===== config.mk =====
export PLATFORM = sky130hd
export DESIGN_NAME = hazard_interlock
export DESIGN_NICKNAME = d
export VERILOG_FILES = /design/src/rtl/hazard_interlock.sv
export SDC_FILE = /design/constraint.sdc
export NUM_CORES = 1
export LEC_CHECK = 0
export CAP_MARGIN = 5
export CELL_PAD_IN_SITES_DETAIL_PLACEMENT = 0
export CELL_PAD_IN_SITES_GLOBAL_PLACEMENT = 1
export CORE_MARGIN = 5
export CORE_UTILIZATION = 31
export CTS_CLUSTER_SIZE = 20
export DETAILED_ROUTE_END_ITERATION = 10
export GPL_TIMING_DRIVEN = 0
export HOLD_SLACK_MARGIN = 0.05
export PLACE_DENSITY_LB_ADDON = 0.1
export SLEW_MARGIN = 10
export SYNTH_ARGS = -nofsm -noshare
export SYNTH_HDL_FRONTEND = slang
export SYNTH_SLANG_ARGS = --single-unit

===== constraint.sdc =====
create_clock -name clk -period 3.1 [get_ports clk]
set_clock_uncertainty 0.2 [all_clocks]
set_input_delay 0.62 -clock clk [delete_from_list [all_inputs] [get_ports clk]]
set_output_delay 0.62 -clock clk [all_outputs]
set_load 0.03 [all_outputs]

===== src/rtl/hazard_interlock.sv =====
// RAW-hazard interlock between fetch and decode/execute. A one-entry holding
// register waits while any of its source registers is still being written back.
module hazard_interlock #(
   parameter int INSTR_W     = 16,
   parameter int OPC_W       = 4,
   parameter int REG_W       = 4,
   parameter int WB_DIST     = 4,
   parameter int ZERO_REG_EN = 1,
   parameter int STALL_CNT_W = 16
) (
   input  logic                   clk,
   input  logic                   rst,
   input  logic                   flush,
   input  logic [INSTR_W-1:0]     in_instr,
   input  logic                   in_valid,
   output logic                   in_ready,
   output logic [INSTR_W-1:0]     out_instr,
   output logic                   out_valid,
   input  logic                   out_ready,
   output logic                   hazard,
   output logic [STALL_CNT_W-1:0] stall_count
);

   localparam int HIST_N  = WB_DIST - 1;
   localparam int RD_LSB  = INSTR_W - OPC_W - REG_W;
   localparam int RS1_LSB = RD_LSB - REG_W;
   localparam int RS2_LSB = RS1_LSB - REG_W;

   logic               pend_valid;
   logic [INSTR_W-1:0] pend_instr;
   logic               hist_v  [HIST_N];
   logic [REG_W-1:0]   hist_rd [HIST_N];

   logic [OPC_W-1:0] pend_op;
   logic [REG_W-1:0] pend_rd;
   logic [REG_W-1:0] pend_rs1;
   logic [REG_W-1:0] pend_rs2;
   logic             reads_rs1;
   logic             reads_rs2;
   logic             hazard_match;
   logic             issue;
   logic             accept;

   assign pend_op  = pend_instr[INSTR_W-1 -: OPC_W];
   assign pend_rd  = pend_instr[RD_LSB +: REG_W];
   assign pend_rs1 = pend_instr[RS1_LSB +: REG_W];
   assign pend_rs2 = pend_instr[RS2_LSB +: REG_W];

   // Immediate-form opcodes (MSB set) reuse the rs2 field, so it is not a source
   assign reads_rs1 = (pend_op != '0) &&
                      !((ZERO_REG_EN != 0) && (pend_rs1 == '0));
   assign reads_rs2 = (pend_op != '0) && !pend_op[OPC_W-1] &&
                      !((ZERO_REG_EN != 0) && (pend_rs2 == '0));

   always_comb begin
      hazard_match = 1'b0;
      for (int i = 0; i < HIST_N; i++) begin
         if (hist_v[i] && ((reads_rs1 && (hist_rd[i] == pend_rs1)) ||
                           (reads_rs2 && (hist_rd[i] == pend_rs2))))
            hazard_match = 1'b1;
      end
   end

   assign hazard   = pend_valid && hazard_match;
   assign issue    = out_ready && pend_valid && !hazard;
   assign in_ready = !flush && (!pend_valid || (out_ready && !hazard));
   assign accept   = in_valid && in_ready;

   always_ff @(posedge clk or posedge rst) begin
      if (rst) begin
         pend_valid <= 1'b0;
         pend_instr <= '0;
      end else if (flush) begin
         pend_valid <= 1'b0;
      end else if (accept) begin
         pend_valid <= 1'b1;
         pend_instr <= in_instr;
      end else if (issue) begin
         pend_valid <= 1'b0;
      end
   end

   // The history shifts once per advance; bubbles push an invalid entry so an
   // in-flight write ages out after exactly WB_DIST-1 advances.
   always_ff @(posedge clk or posedge rst) begin
      if (rst) begin
         for (int i = 0; i < HIST_N; i++) begin
            hist_v[i]  <= 1'b0;
            hist_rd[i] <= '0;
         end
      end else if (flush) begin
         for (int i = 0; i < HIST_N; i++)
            hist_v[i] <= 1'b0;
      end else if (out_ready) begin
         for (int i = HIST_N - 1; i > 0; i--) begin
            hist_v[i]  <= hist_v[i-1];
            hist_rd[i] <= hist_rd[i-1];
         end
         hist_v[0]  <= issue && (pend_op != '0);
         hist_rd[0] <= pend_rd;
      end
   end

   always_ff @(posedge clk or posedge rst) begin
      if (rst) begin
         out_instr   <= '0;
         out_valid   <= 1'b0;
         stall_count <= '0;
      end else if (flush) begin
         out_instr <= '0;
         out_valid <= 1'b0;
      end else if (out_ready) begin
         if (issue) begin
            out_instr <= pend_instr;
            out_valid <= 1'b1;
         end else begin
            out_instr <= '0;
            out_valid <= 1'b0;
            if (hazard && (stall_count != '1))
               stall_count <= stall_count + STALL_CNT_W'(1);
         end
      end
   end

endmodule


==> After elaboration in Yosys (flattened, before gate mapping) <==
Index checks and enable logic that the tools add are counted.
{ "totals": {"regBits": 65, "latchBits": 0, "ramBits": 0, "mem_bits_ro": 0, "wordCells": 73, "mem_count": 0} }
{ "classes": {"addsub": 1, "multipliers": 0, "div": 0, "magnitude_cmp": 0, "eq_ne": 7, "shifts": 0, "muxes": 14, "bitwise": 2, "n_reduce_logical": 38} }
{ "op_table": {"columns": ["cell", "n"], "rows": [
  ["$mux 16", 3],
  ["$eq 4x4->1", 6],
  ["$logic_and 1x1->1", 20],
  ["$add 16x1->16 const B", 1],
  ["$ne 16x16->1 const B", 1],
  ["$mux 1", 9],
  ["$logic_not 4->1", 2],
  ["$logic_not 1->1", 6],
  ["$mux 3", 2],
  ["$logic_or 1x1->1", 4],
  ["$reduce_and 2->1", 2],
  ["$reduce_and 4->1", 1],
  ["$reduce_bool 4->1", 1],
  ["$reduce_bool 3->1", 1],
  ["$not 1->1", 2],
  ["$reduce_bool 2->1", 1]
]} }

==> Logic depth before layout (Yosys ltp) <==
Gate-level depths: netlist of the first run.
{ "logic_depth": {"depth_word": 17, "depth_mapped": 10} }

==> Worst setup path before layout of the first run <==
No wires, ideal clock.
{ "synth_timing": {"path_type": "register to output", "from": "register pend_instr[7]", "to": "output port hazard", "arrival_time_ps": 1844, "required_ps": 2280, "setup_slack_ps": 436, "stages_incl_launch_ff": 9, "path_buffers": 2, "cell_sequence": "dfrtp_1 clkbuf_1 xor2_1 nor3_1 nand3_1 o22a_1 and2_1 buf_2 nor2b_1"} }
{ "synth_between": {"elab_chain_len": 10, "elab_cells_between_ends": 19} }
{ "synth_rtl": {"columns": ["item", "line_no", "text"], "rows": [
  ["start: declaration", "30", "logic [INSTR_W-1:0] pend_instr;"],
  ["start signal: assignment", "77", "pend_instr <= in_instr;"],
  ["$logic_not 4->1", "51", "!((ZERO_REG_EN != 0) && (pend_rs1 == '0));"],
  ["$logic_not 1->1", "51", null],
  ["$logic_and 1x1->1", "50", "assign reads_rs1 = (pend_op != '0) &&"],
  ["$logic_and 1x1->1", "58", "if (hist_v[i] && ((reads_rs1 && (hist_rd[i] == pend_rs1)) ||"],
  ["$logic_or 1x1->1", "58", null],
  ["$logic_and 1x1->1", "58", null],
  ["$mux 1 (2 in series)", "58", null],
  ["$mux 1 *", "58", null],
  ["$logic_and 1x1->1 *", "64", "assign hazard = pend_valid && hazard_match;"],
  ["end: declaration", "20", "output logic hazard,"]
]} }
Every way passes the cells marked *; elsewhere a longest branch is shown, timed or not.

==> Worst setup path in the final report of the first run <==
{ "layout_timing": {"from": "register pend_instr[14]", "to": "output port hazard"} }
{ "layout_between": {"elab_chain_len": 10, "elab_cells_between_ends": 20} }
{ "layout_rtl": {"columns": ["item", "line_no", "text"], "rows": [
  ["$reduce_bool 4->1 *", "50, 52", null],
  ["$logic_and 1x1->1 (2 in series)", "52", "assign reads_rs2 = (pend_op != '0) && !pend_op[OPC_W-1] &&"],
  ["$logic_and 1x1->1", "59", "(reads_rs2 && (hist_rd[i] == pend_rs2))))"],
  ["$logic_or 1x1->1", "58", null],
  ["$logic_and 1x1->1", "58", null],
  ["$mux 1 (2 in series)", "58", null],
  ["$mux 1 *", "58", null],
  ["$logic_and 1x1->1 *", "64", null]
]} }
Marked as above.

==> results of run 1 <==
placed cells by master, fill, tap and decap left out, drive strengths merged, types with 5 or more instances in the layout:
cell,instances
dfrtp,65
mux2,29
xor2,6
clkbuf,20
nand4,18
clkdlybuf4s50,52
buf,14
nor3,5
a21oi,5
and3,5
nand3,5
nor2,7
nand2,8
a22o,13
xnor2,32
worst max-delay path, cell delays in order, from the launching register on:
cell and delay, ns:
dfrtp_1 0.40, or4_4 0.57, o41ai_4 0.08, o22ai_2 0.14, a22oi_2 0.24, and2_1 0.17, buf_6 0.13, nor2b_4 0.04
buf_6 0.13
registers in the layout (all words and copies together) (netlist names):
signal and cells:
pend_valid 1, out_instr 16, hist_rd 12, pend_instr 16, hist_v 3, out_valid 1
stall_count 16
through the flow:
stage	worst slack (ns)	TNS (ns)	total power, mW	cell area, um^2
2_1_floorplan	0.4361	0	1.419	3023
3_3_place_gp	-0.6794	-44.84	1.558	3730
3_5_place_dp	-0.2583	-1.133	1.566	3752
4_1_cts	0.0004925	0	2.475	4006
5_1_grt	-0.06050	-0.06389	2.585	4068
6_report	0.04474	0	2.451	4068
area by class of cell:
type	instances	area [um^2]
clock inverter	5	102.6
multi-input combinational	159	1345
sequential	65	1628
timing repair buffer	59	589.3
fill	972	5572
inverter	2	10.01
buffer	16	85.08
tap	133	166.4
clock buffer	11	141.4
power by group through the flow:
stage / Combinational, mW / Sequential (mW) / Clock (mW)
global route: 0.528 / 1.11 / 0.950
floorplan: 0.357 / 1.06 / 0
detailed placement: 0.488 / 1.08 / 0
CTS: 0.475 / 1.08 / 0.918
finish: 0.477 / 1.09 / 0.886
global placement: 0.480 / 1.08 / 0
kinds of logic (layout without fill, tap and decap cells):
kind of cell | after synthesis | in the layout | synth area share, %
and+or+nand+nor | 62 | 62 | 11.47
buffers and inverters | 22 | 93 | 3.353
adders and majority gates | 1 | 1 | 0.4138
muxes | 31 | 31 | 12.71
xor gates and xnor gates | 38 | 38 | 11.01
DFF | 65 | 65 | 53.81
AOI/OAI and AO/OA | 27 | 27 | 7.243
synthesized netlist by cell type (all sizes together) (2+ instances only):
| library cell | count |
|---|---|
| dfrtp | 65 |
| buf | 10 |
| nand2 | 8 |
| and3 | 5 |
| a21oi | 5 |
| mux2i | 2 |
| nor2 | 7 |
| clkbuf | 10 |
| xnor2 | 32 |
| nor3 | 5 |
| o22ai | 2 |
| nand2b | 4 |
| nand4 | 18 |
| mux2 | 29 |
| a22o | 13 |
| nor2b | 3 |
| nor4 | 2 |
| inv | 2 |
| xor2 | 6 |
| nand3 | 5 |
layer usage:
metal / routed length, um / vias to the layer above / GRT usage, %
met4: 80 / 0 / 3.517
met1: 3386 / 1030 / 17.24
met2: 3470 / 39 / 21.45
met3: 248 / 7 / 4.026
met5: 0 / - / 0
li1: - / 1009 / -
final timing paths:
path	start	endpoint	slack, ns	cells after the start
worst min-delay path	out_valid$_DFFE_PP0P_	out_valid$_DFFE_PP0P_	0.28	1
max in group asynchronous	rst	pend_instr[7]$_DFFE_PP0P_	1.71	3
worst max-delay path	pend_instr[14]$_DFFE_PP0P_	hazard	0.04	8
min in group asynchronous	rst	out_instr[8]$_DFFE_PP0P_	0.44	2
worst max register to register	pend_instr[1]$_DFFE_PP0P_	stall_count[8]$_DFFE_PP0P_	0.24	11
worst min register to register	out_valid$_DFFE_PP0P_	out_valid$_DFFE_PP0P_	0.28	1
timing repair:
| item | in CTS | in global routing |
|---|---|---|
| pin swaps | 2 | 4 |
| setup endpoints to repair | 2 | 11 |
| gates resized for setup | 14 | 10 |
| hold buffers | 0 | 0 |
| buffers inserted | 2 | 2 |
==> results.ini, run 1 <==
[detailed_routing]
drt_iter0_markers = 33
drc = 0
routed_wl_mm = 7.186
wl_per_cell_um = 15.97
via_per_inst = 4.633
ant_nets = 0
drtPass1Iterations = 4
vias = 2085

[placement]
port_buffers = 54
dp_cells = 434
gp_congestion = 0.7740
dp_hpwl_mm = 5.023

[synthesis]
synth_cells = 246
synth-seq-cells = 65
yosysTopAreaCellShare_pct = 53.81
synth_nets = 268
synth_top_area_cell = dfrtp_1
yosysUniqueCellTypes = 38
ys_warn_count = 0
synth.area.top_cells = dfrtp_1 (54%), xnor2_1 (9.3%), mux2_2 (7.1%)
synth-edff-count = 0
ys_async_sr_fraction_pct = 100.0
synthFlopType = dfrtp_1
syn-mean-instance-area_um2 = 12.29
syn-cell-area_um2 = 3023
synth_seq_area_share_pct = 53.81

[power_and_ir_drop]
combPwrFrac_pct = 19.5
power.internal_mw = 1.789
clockPowerShare_pct = 36.2
power.leakage_nw = 1.705
seq_power_share_pct = 44.4
ir_worst_vdd_mv = 0.2204
sw_frac_of_total_pct = 27.00
p_sw_mw = 0.6618
power_density_nw_per_um2 = 602.5

[layout]
drive_gt1_share_pct = 22.40
instances_no_fill = 450
utilization_pct = 42.20
n_antenna_cell = 0
fin_nets = 334
area_delta_synth_final_pct = 34.56

[clock_network]
cts_tree = done
clk_pin_slew_ns = 0.07
htreeDepth = 3
clockBufferDepth = 2
root_buffer = clkbuf_8
cts_made_buffers = 9
cts_num_sinks = 65
worstSkewPairLatency_ns = 0.34

[critical_path]
worstPathArrival_ns = 2.24
crit_required_ns = 2.28
path_max_fanout = 7
end_kind = primary output
start_kind = register
crit_type = reg -> out

[sta]
hold_violations = 0
hold-worst-slack_ns = 0.2795
fmax_mhz = 327.3
rsz0062_at_grt = yes
worst_slew_pin_slew_ns = 0.5509
slew_headroom_pct = 63.27
period_share_pct = 98.56
drv_slew = 0
period_needed_ns = 3.055
setup_viol = 0

[die]
coreArea_um2 = 9639
io_pins = 56
rows = 36
dieArea_um2 = 11830
die_x_um = 108.8
die-height_um = 108.8
initial_core_util_pct = 31.36

[grt]
grtUsageTotal_pct = 13.24
antenna_found_initial = 0
grt_start_max_net_pins = 36
grt.overflow.total = 0
grt_pass1_vias = 2244
grt_pass1_wl_mm = 12.02

[hold_path]
min_path_type = reg -> reg

[outcome]
status = finished clean

[run]
drv_cap = 0

No activity file was read; power rests on OpenSTA's default activity.
==> run 2: changes to the inputs <==
--- a/config.mk
+++ b/config.mk
@@ -5,6 +5,7 @@
 export SDC_FILE = /design/constraint.sdc
 export NUM_CORES = 1
 export LEC_CHECK = 0
+export ABC_CLOCK_PERIOD_IN_PS = 3100
 export CAP_MARGIN = 5
 export CELL_PAD_IN_SITES_DETAIL_PLACEMENT = 0
 export CELL_PAD_IN_SITES_GLOBAL_PLACEMENT = 1
@@ -12,10 +13,11 @@
 export CORE_UTILIZATION = 31
 export CTS_CLUSTER_SIZE = 20
 export DETAILED_ROUTE_END_ITERATION = 10
+export DONT_BUFFER_PORTS = 1
 export GPL_TIMING_DRIVEN = 0
 export HOLD_SLACK_MARGIN = 0.05
 export PLACE_DENSITY_LB_ADDON = 0.1
-export SLEW_MARGIN = 10
+export SLEW_MARGIN = 20
 export SYNTH_ARGS = -nofsm -noshare
 export SYNTH_HDL_FRONTEND = slang
 export SYNTH_SLANG_ARGS = --single-unit
==> results.ini, run 2 (synthesis results as in run 1) <==
[clock_network]
root_buffer = clkbuf_8  ; unchanged
cts_tree = done  ; unchanged
htreeDepth = 3  ; unchanged
cts_num_sinks = 65  ; unchanged
clk_pin_slew_ns = 0.08  ; was 0.07 ns
worstSkewPairLatency_ns = 0.35  ; was 0.34 ns
cts_made_buffers = 9  ; unchanged
clockBufferDepth = 2  ; unchanged

[sta]
period_share_pct = 97.18  ; was 98.56%
hold_violations = 0  ; unchanged
fmax_mhz = 331.9  ; was 327.3 MHz
period_needed_ns = 3.013  ; was 3.055 ns
slew_headroom_pct = 60.53  ; was 63.27%
setup-tns-final_ns = 0  ; unchanged
setup_viol = 0  ; unchanged
worst_slew_pin_slew_ns = 0.5910  ; was 0.5509 ns
drv_slew = 0  ; unchanged

[detailed_routing]
vias = 1954  ; was 2085
routed_wl_mm = 7.248  ; was 7.186 mm
via_per_inst = 4.972  ; was 4.633
ant_nets = 0  ; unchanged
drtPass1Iterations = 4  ; unchanged
drc = 0  ; unchanged
wl_per_cell_um = 18.44  ; was 15.97 um
drt_iter0_markers = 50  ; was 33

[layout]
fin_area_um2 = 3467  ; was 4068 um^2
final_common_cell = dfrtp_1  ; unchanged
fin_nets = 278  ; was 334
final_cell_mix = dfrtp_1 (65), xnor2_1 (32), mux2_2 (19), nand4_1 (18), a22o_1 (13)  ; was dfrtp_1 (64), clkdlybuf4s50_1 (52), xnor2_1 (32), mux2_2 (19), nand4_1 (18)
biggestRegsByFlops = out_instr x16, pend_instr x16, stall_count x16  ; unchanged
n_antenna_cell = 0  ; unchanged
drive_gt1_share_pct = 25.77  ; was 22.40%
area_delta_synth_final_pct = 14.69  ; was 34.56%

[critical_path]
start_kind = register  ; unchanged
worstPathArrival_ns = 2.19  ; was 2.24 ns
end_kind = primary output  ; unchanged
path_max_fanout = 7  ; unchanged
reg2reg_slack_ns = 0.26  ; was 0.24 ns
crit_type = reg -> out  ; unchanged
crit_required_ns = 2.28  ; about the same

[die]
coreArea_um2 = 9639  ; unchanged
io_pins = 56  ; unchanged
die_x_um = 108.8  ; unchanged
die-height_um = 108.8  ; unchanged
initial_core_util_pct = 31.36  ; unchanged
rows = 36  ; unchanged
dieArea_um2 = 11830  ; unchanged

[power_and_ir_drop]
total_power_mw = 2.304  ; was 2.451 mW
power_density_nw_per_um2 = 664.5  ; was 602.5 nW/um^2
power.leakage_nw = 1.479  ; was 1.705 nW
ir_worst_vdd_mv = 0.2071  ; was 0.2204 mV

[grt]
grt_pass1_vias = 2092  ; was 2244
grt_pass1_wl_mm = 11.48  ; was 12.02 mm
antenna_found_initial = 0  ; unchanged
grtUsageTotal_pct = 13.02  ; was 13.24%
grt.overflow.total = 0  ; unchanged
grt_start_max_net_pins = 35  ; was 36

[outcome]
status = finished clean  ; unchanged

[run]
drv_cap = 0  ; unchanged

[placement]
gp_congestion = 0.7111  ; was 0.7740
port_buffers = 0  ; was 54
dp_hpwl_mm = 5.047  ; was 5.023 mm
placed_area_um2 = 3212  ; was 3752 um^2

[hold_path]
min_path_type = in -> reg  ; was reg -> reg

[run 2: changes by cell type in the layout (fill, tap and decap cells not counted), sizes merged, moves of 3 or more]
cell           delta
clkbuf            -3
buf               -4
clkdlybuf4s50    -52
clkinv            +3
[run 2: per-stage QoR]
step                setup slack (ns)  std cells  util (%)  hold slack, ns
floorplan                     0.4361        246         -          0.2959
detailed placement           0.09159        380     33.32          0.3365
global route              -0.0006199        393     35.97          0.1917
finish                       0.08735        393     35.97          0.2110
CTS                          0.01096        394     35.68          0.1972
global placement             -0.2925        379     33.09          0.3267
[run 2: layout make-up]
| class | instances | area (um^2) |
|---|---|---|
| repair buffers | 3 | 37.54 |
| plain buffers | 16 | 81.33 |
| clock buffers | 9 | 123.9 |
| inverters | 2 | 10.01 |
| flip-flops and latches | 65 | 1627 |
| well taps | 133 | 166.4 |
| multi-input cells | 159 | 1338 |
| fillers | 1004 | 6172 |
| clock inverters | 6 | 83.83 |
[run 2: path summary, 6_finish.rpt]
kind / from / depth (start not counted) / end
hold / removal: in_instr[7] / 1 / pend_instr[7]$_DFFE_PP0P_
max in group asynchronous: rst / 3 / out_instr[2]$_DFFE_PP0P_
setup reg to reg: pend_instr[12]$_DFFE_PP0P_ / 8 / pend_instr[0]$_DFFE_PP0P_
setup / recovery: pend_instr[12]$_DFFE_PP0P_ / 7 / hazard
hold reg to reg: pend_instr[10]$_DFFE_PP0P_ / 1 / hist_rd[10]$_DFFE_PP0P_
min in group asynchronous: rst / 2 / stall_count[12]$_DFFE_PP0P_
[run 2: routing by layer]
layer,wire (um),up-vias,share of wire [%],global-route usage (%)
met5,0,-,0,0
met4,119,0,1.6,5.410
met3,423,10,5.8,4.677
met2,3540,45,49,21.62
met1,3165,1004,44,15.23
li1,-,895,-,-
[run 2: where the power goes]
part,internal [mW],switching (mW)
Clock,0.445,0.337
Sequential,0.951,0.155
Combinational,0.244,0.171
[run 2: repair_timing]
action / CTS / global route
pin swaps: 2 / 0
endpoints found under the setup margin: 2 / 1
endpoints found under the hold margin: 31 / 0
setup buffers: 1 / 0
gates resized for setup: 4 / 5
hold buffers: 1 / 0
[run 2: critical path, cell delays in order, from the launching register on]
cell and delay [ns]:
dfrtp_1 0.41, or4_4 0.56, o41ai_2 0.10, o22ai_2 0.14, a22oi_2 0.24, and2_1 0.16, buf_4 0.16, nor2b_4 0.08
==> run 3: changes to the inputs <==
--- a/config.mk
+++ b/config.mk
@@ -10,12 +10,14 @@
 export CELL_PAD_IN_SITES_DETAIL_PLACEMENT = 0
 export CELL_PAD_IN_SITES_GLOBAL_PLACEMENT = 1
 export CORE_MARGIN = 5
-export CORE_UTILIZATION = 31
+export CORE_UTILIZATION = 50
 export CTS_CLUSTER_SIZE = 20
 export DETAILED_ROUTE_END_ITERATION = 10
 export DONT_BUFFER_PORTS = 1
+export GPL_ROUTABILITY_DRIVEN = 0
 export GPL_TIMING_DRIVEN = 0
 export HOLD_SLACK_MARGIN = 0.05
+export MAX_ROUTING_LAYER = met4
 export PLACE_DENSITY_LB_ADDON = 0.1
 export SLEW_MARGIN = 20
 export SYNTH_ARGS = -nofsm -noshare
==> results.ini, run 3 (synthesis results as in run 1) <==
[outcome]
status = finished clean  ; unchanged

[detailed_routing]
via_per_inst = 5.727  ; was 4.972
drtPass1Iterations = 4  ; unchanged
drc = 0  ; unchanged
vias = 1930  ; was 1954
ant_nets = 0  ; unchanged
wl_per_cell_um = 18.76  ; was 18.44 um
routed_wl_mm = 6.322  ; was 7.248 mm
drt_iter0_markers = 59  ; was 50

[die]
die_x_um = 87.76  ; was 108.8 um
rows = 28  ; was 36
coreArea_um2 = 5886  ; was 9639 um^2
dieArea_um2 = 7701  ; was 11830 um^2
io_pins = 56  ; unchanged
die-height_um = 87.76  ; was 108.8 um
initial_core_util_pct = 51.36  ; was 31.36%

[critical_path]
path_max_fanout = 7  ; unchanged
rr_startpoint = pend_instr[0]$_DFFE_PP0P_  ; was pend_instr[12]$_DFFE_PP0P_
reg2reg_slack_ns = 0.18  ; was 0.26 ns
start_kind = register  ; unchanged
crit_required_ns = 2.28  ; about the same
worstPathBufferInverterCount = 1  ; unchanged
cp_slowest_cell = or4_4  ; unchanged
crit_type = reg -> out  ; unchanged
worstPathArrival_ns = 2.18  ; was 2.19 ns
timing.rr.end = stall_count[8]$_DFFE_PP0P_  ; was pend_instr[0]$_DFFE_PP0P_
crit_chain = or4_4, o41ai_2, o22ai_1, a22oi_2, and2_4, buf_6, nor2b_4  ; was or4_4, o41ai_2, o22ai_2, a22oi_2, and2_1, buf_4, nor2b_4
path_depth = 7  ; unchanged
crit_family = simple AND/OR/NAND/NOR gates  ; unchanged
r2r_cells = 10  ; was 8
end_kind = primary output  ; unchanged
max_stage_delay_ns = 0.56  ; about the same

[layout]
area_delta_synth_final_pct = 12.87  ; was 14.69%
drive_gt1_share_pct = 24.43  ; was 25.77%
biggestRegsByFlops = out_instr x16, pend_instr x16, stall_count x16  ; unchanged
fin_nets = 279  ; was 278
final_cell_mix = dfrtp_1 (65), xnor2_1 (32), mux2_2 (19), nand4_1 (18), a22o_1 (13)  ; unchanged
utilization_pct = 57.97  ; was 35.97%
nFillCells = 510  ; was 1004
instances_no_fill = 337  ; was 393
n_antenna_cell = 0  ; unchanged
regArea_um2 = 1627  ; unchanged
final_common_cell = dfrtp_1  ; unchanged
multi_input_area_um2 = 1316  ; was 1338 um^2
fin_area_um2 = 3412  ; was 3467 um^2

[power_and_ir_drop]
power.leakage_nw = 1.493  ; was 1.479 nW
total_power_mw = 2.361  ; was 2.304 mW
ir_worst_vdd_mv = 0.3232  ; was 0.2071 mV
power_density_nw_per_um2 = 691.9  ; was 664.5 nW/um^2

[sta]
hold-worst-slack_ns = 0.2283  ; was 0.2110 ns
setup_ws_ns = 0.09983  ; was 0.08735 ns
period_needed_ns = 3.000  ; was 3.013 ns
setup_viol = 0  ; unchanged
fmax_mhz = 333.3  ; was 331.9 MHz
period_share_pct = 96.78  ; was 97.18%
setup-tns-final_ns = 0  ; unchanged
hold_violations = 0  ; unchanged
worst_slew_pin_slew_ns = 0.5691  ; was 0.5910 ns
drv_slew = 0  ; unchanged
slew_headroom_pct = 61.99  ; was 60.53%

[clock_network]
cts_tree = done  ; unchanged
htreeDepth = 3  ; unchanged
worstSkewPairLatency_ns = 0.33  ; was 0.35 ns
clk_pin_slew_ns = 0.07  ; was 0.08 ns
cts_made_buffers = 9  ; unchanged
root_buffer = clkbuf_8  ; unchanged
clockBufferDepth = 2  ; unchanged
cts_num_sinks = 65  ; unchanged

[hold_path]
whs_path_depth = 1  ; unchanged
min_path_type = in -> reg  ; unchanged
hp-start = in_instr[7]  ; unchanged
holdPathEnd = pend_instr[7]$_DFFE_PP0P_  ; unchanged

[grt]
grt_pass1_vias = 1951  ; was 2092
grt.overflow.total = 0  ; unchanged
grtUsageTotal_pct = 18.36  ; was 13.02%
grt_start_max_net_pins = 42  ; was 35
antenna_found_initial = 0  ; unchanged
grt_pass1_wl_mm = 10.35  ; was 11.48 mm

[placement]
port_buffers = 0  ; unchanged
dp_cells = 322  ; was 380
dp_hpwl_mm = 4.416  ; was 5.047 mm
pre_cts_ws_ns = 0.1608  ; was 0.09159 ns
placed_area_um2 = 3139  ; was 3212 um^2

[run]
drv_cap = 0  ; unchanged

[run 3: changes by cell type in the layout (fill, tap and decap cells not counted), moves of 2 or more]
| cell | change |
|---|---|
| clkbuf_1 | +2 |
| clkinv_2 | -2 |
| o22ai_1 | +2 |
| o22ai_2 | -2 |
[run 3: worst max-delay path by stage]
stage / startpoint / end
after global routing: pend_instr[14]$_DFFE_PP0P_ / hazard
after CTS: pend_instr[12]$_DFFE_PP0P_ / hazard
after global placement: rst / out_instr[3]$_DFFE_PP0P_
after floorplan: pend_instr[7]$_DFFE_PP0P_ / hazard
final: pend_instr[14]$_DFFE_PP0P_ / hazard
after detailed placement: pend_instr[4]$_DFFE_PP0P_ / pend_instr[0]$_DFFE_PP0P_
[run 3: layout make-up]
| class | count | share of cell area, % |
|---|---|---|
| sequential | 65 | 47.67 |
| multi-input combinational | 159 | 38.58 |
| clock buffer | 11 | 3.850 |
| clock inverter | 5 | 3.044 |
| tap | 75 | 2.750 |
| buffer | 16 | 2.494 |
| timing repair buffer | 4 | 1.320 |
| inverter | 2 | 0.2934 |
[run 3: timing repair]
item / in CTS / in global routing
setup endpoints to repair: 1 / 2
gates resized for setup: 2 / 5
buffers inserted: 0 / 2
pin swaps: 2 / 5
hold buffers: 1 / 0
hold endpoints to repair: 24 / 0
[run 3: per-layer routing]
| layer | vias to the layer above | global-route usage (%) | routed length (um) |
|---|---|---|---|
| li1 | 901 | - | - |
| met1 | 968 | 23.67 | 2825 |
| met2 | 53 | 26.78 | 3050 |
| met3 | 8 | 5.833 | 347 |
| met4 | 0 | 7.531 | 99 |
| met5 | - | - | 0 |
[run 3: report_power, final]
| group | internal [mW] | switching (mW) | leakage (nW) |
|---|---|---|---|
| Clock | 0.535 | 0.323 | 0.118 |
| Sequential | 0.951 | 0.155 | 0.844 |
| Combinational | 0.236 | 0.160 | 0.532 |
| Total | 1.72 | 0.638 | 1.49 |
[run 3: worst register-to-register path, cell delays in order, from the launching register on]
cell and delay [ns]:
dfrtp_1 0.32, buf_2 0.20, nor4_1 0.08, or3_1 0.36, o22ai_1 0.18, a22oi_2 0.13, buf_4 0.15, a211oi_2 0.52
buf_2 0.35, nand4_1 0.16, xnor2_1 0.16
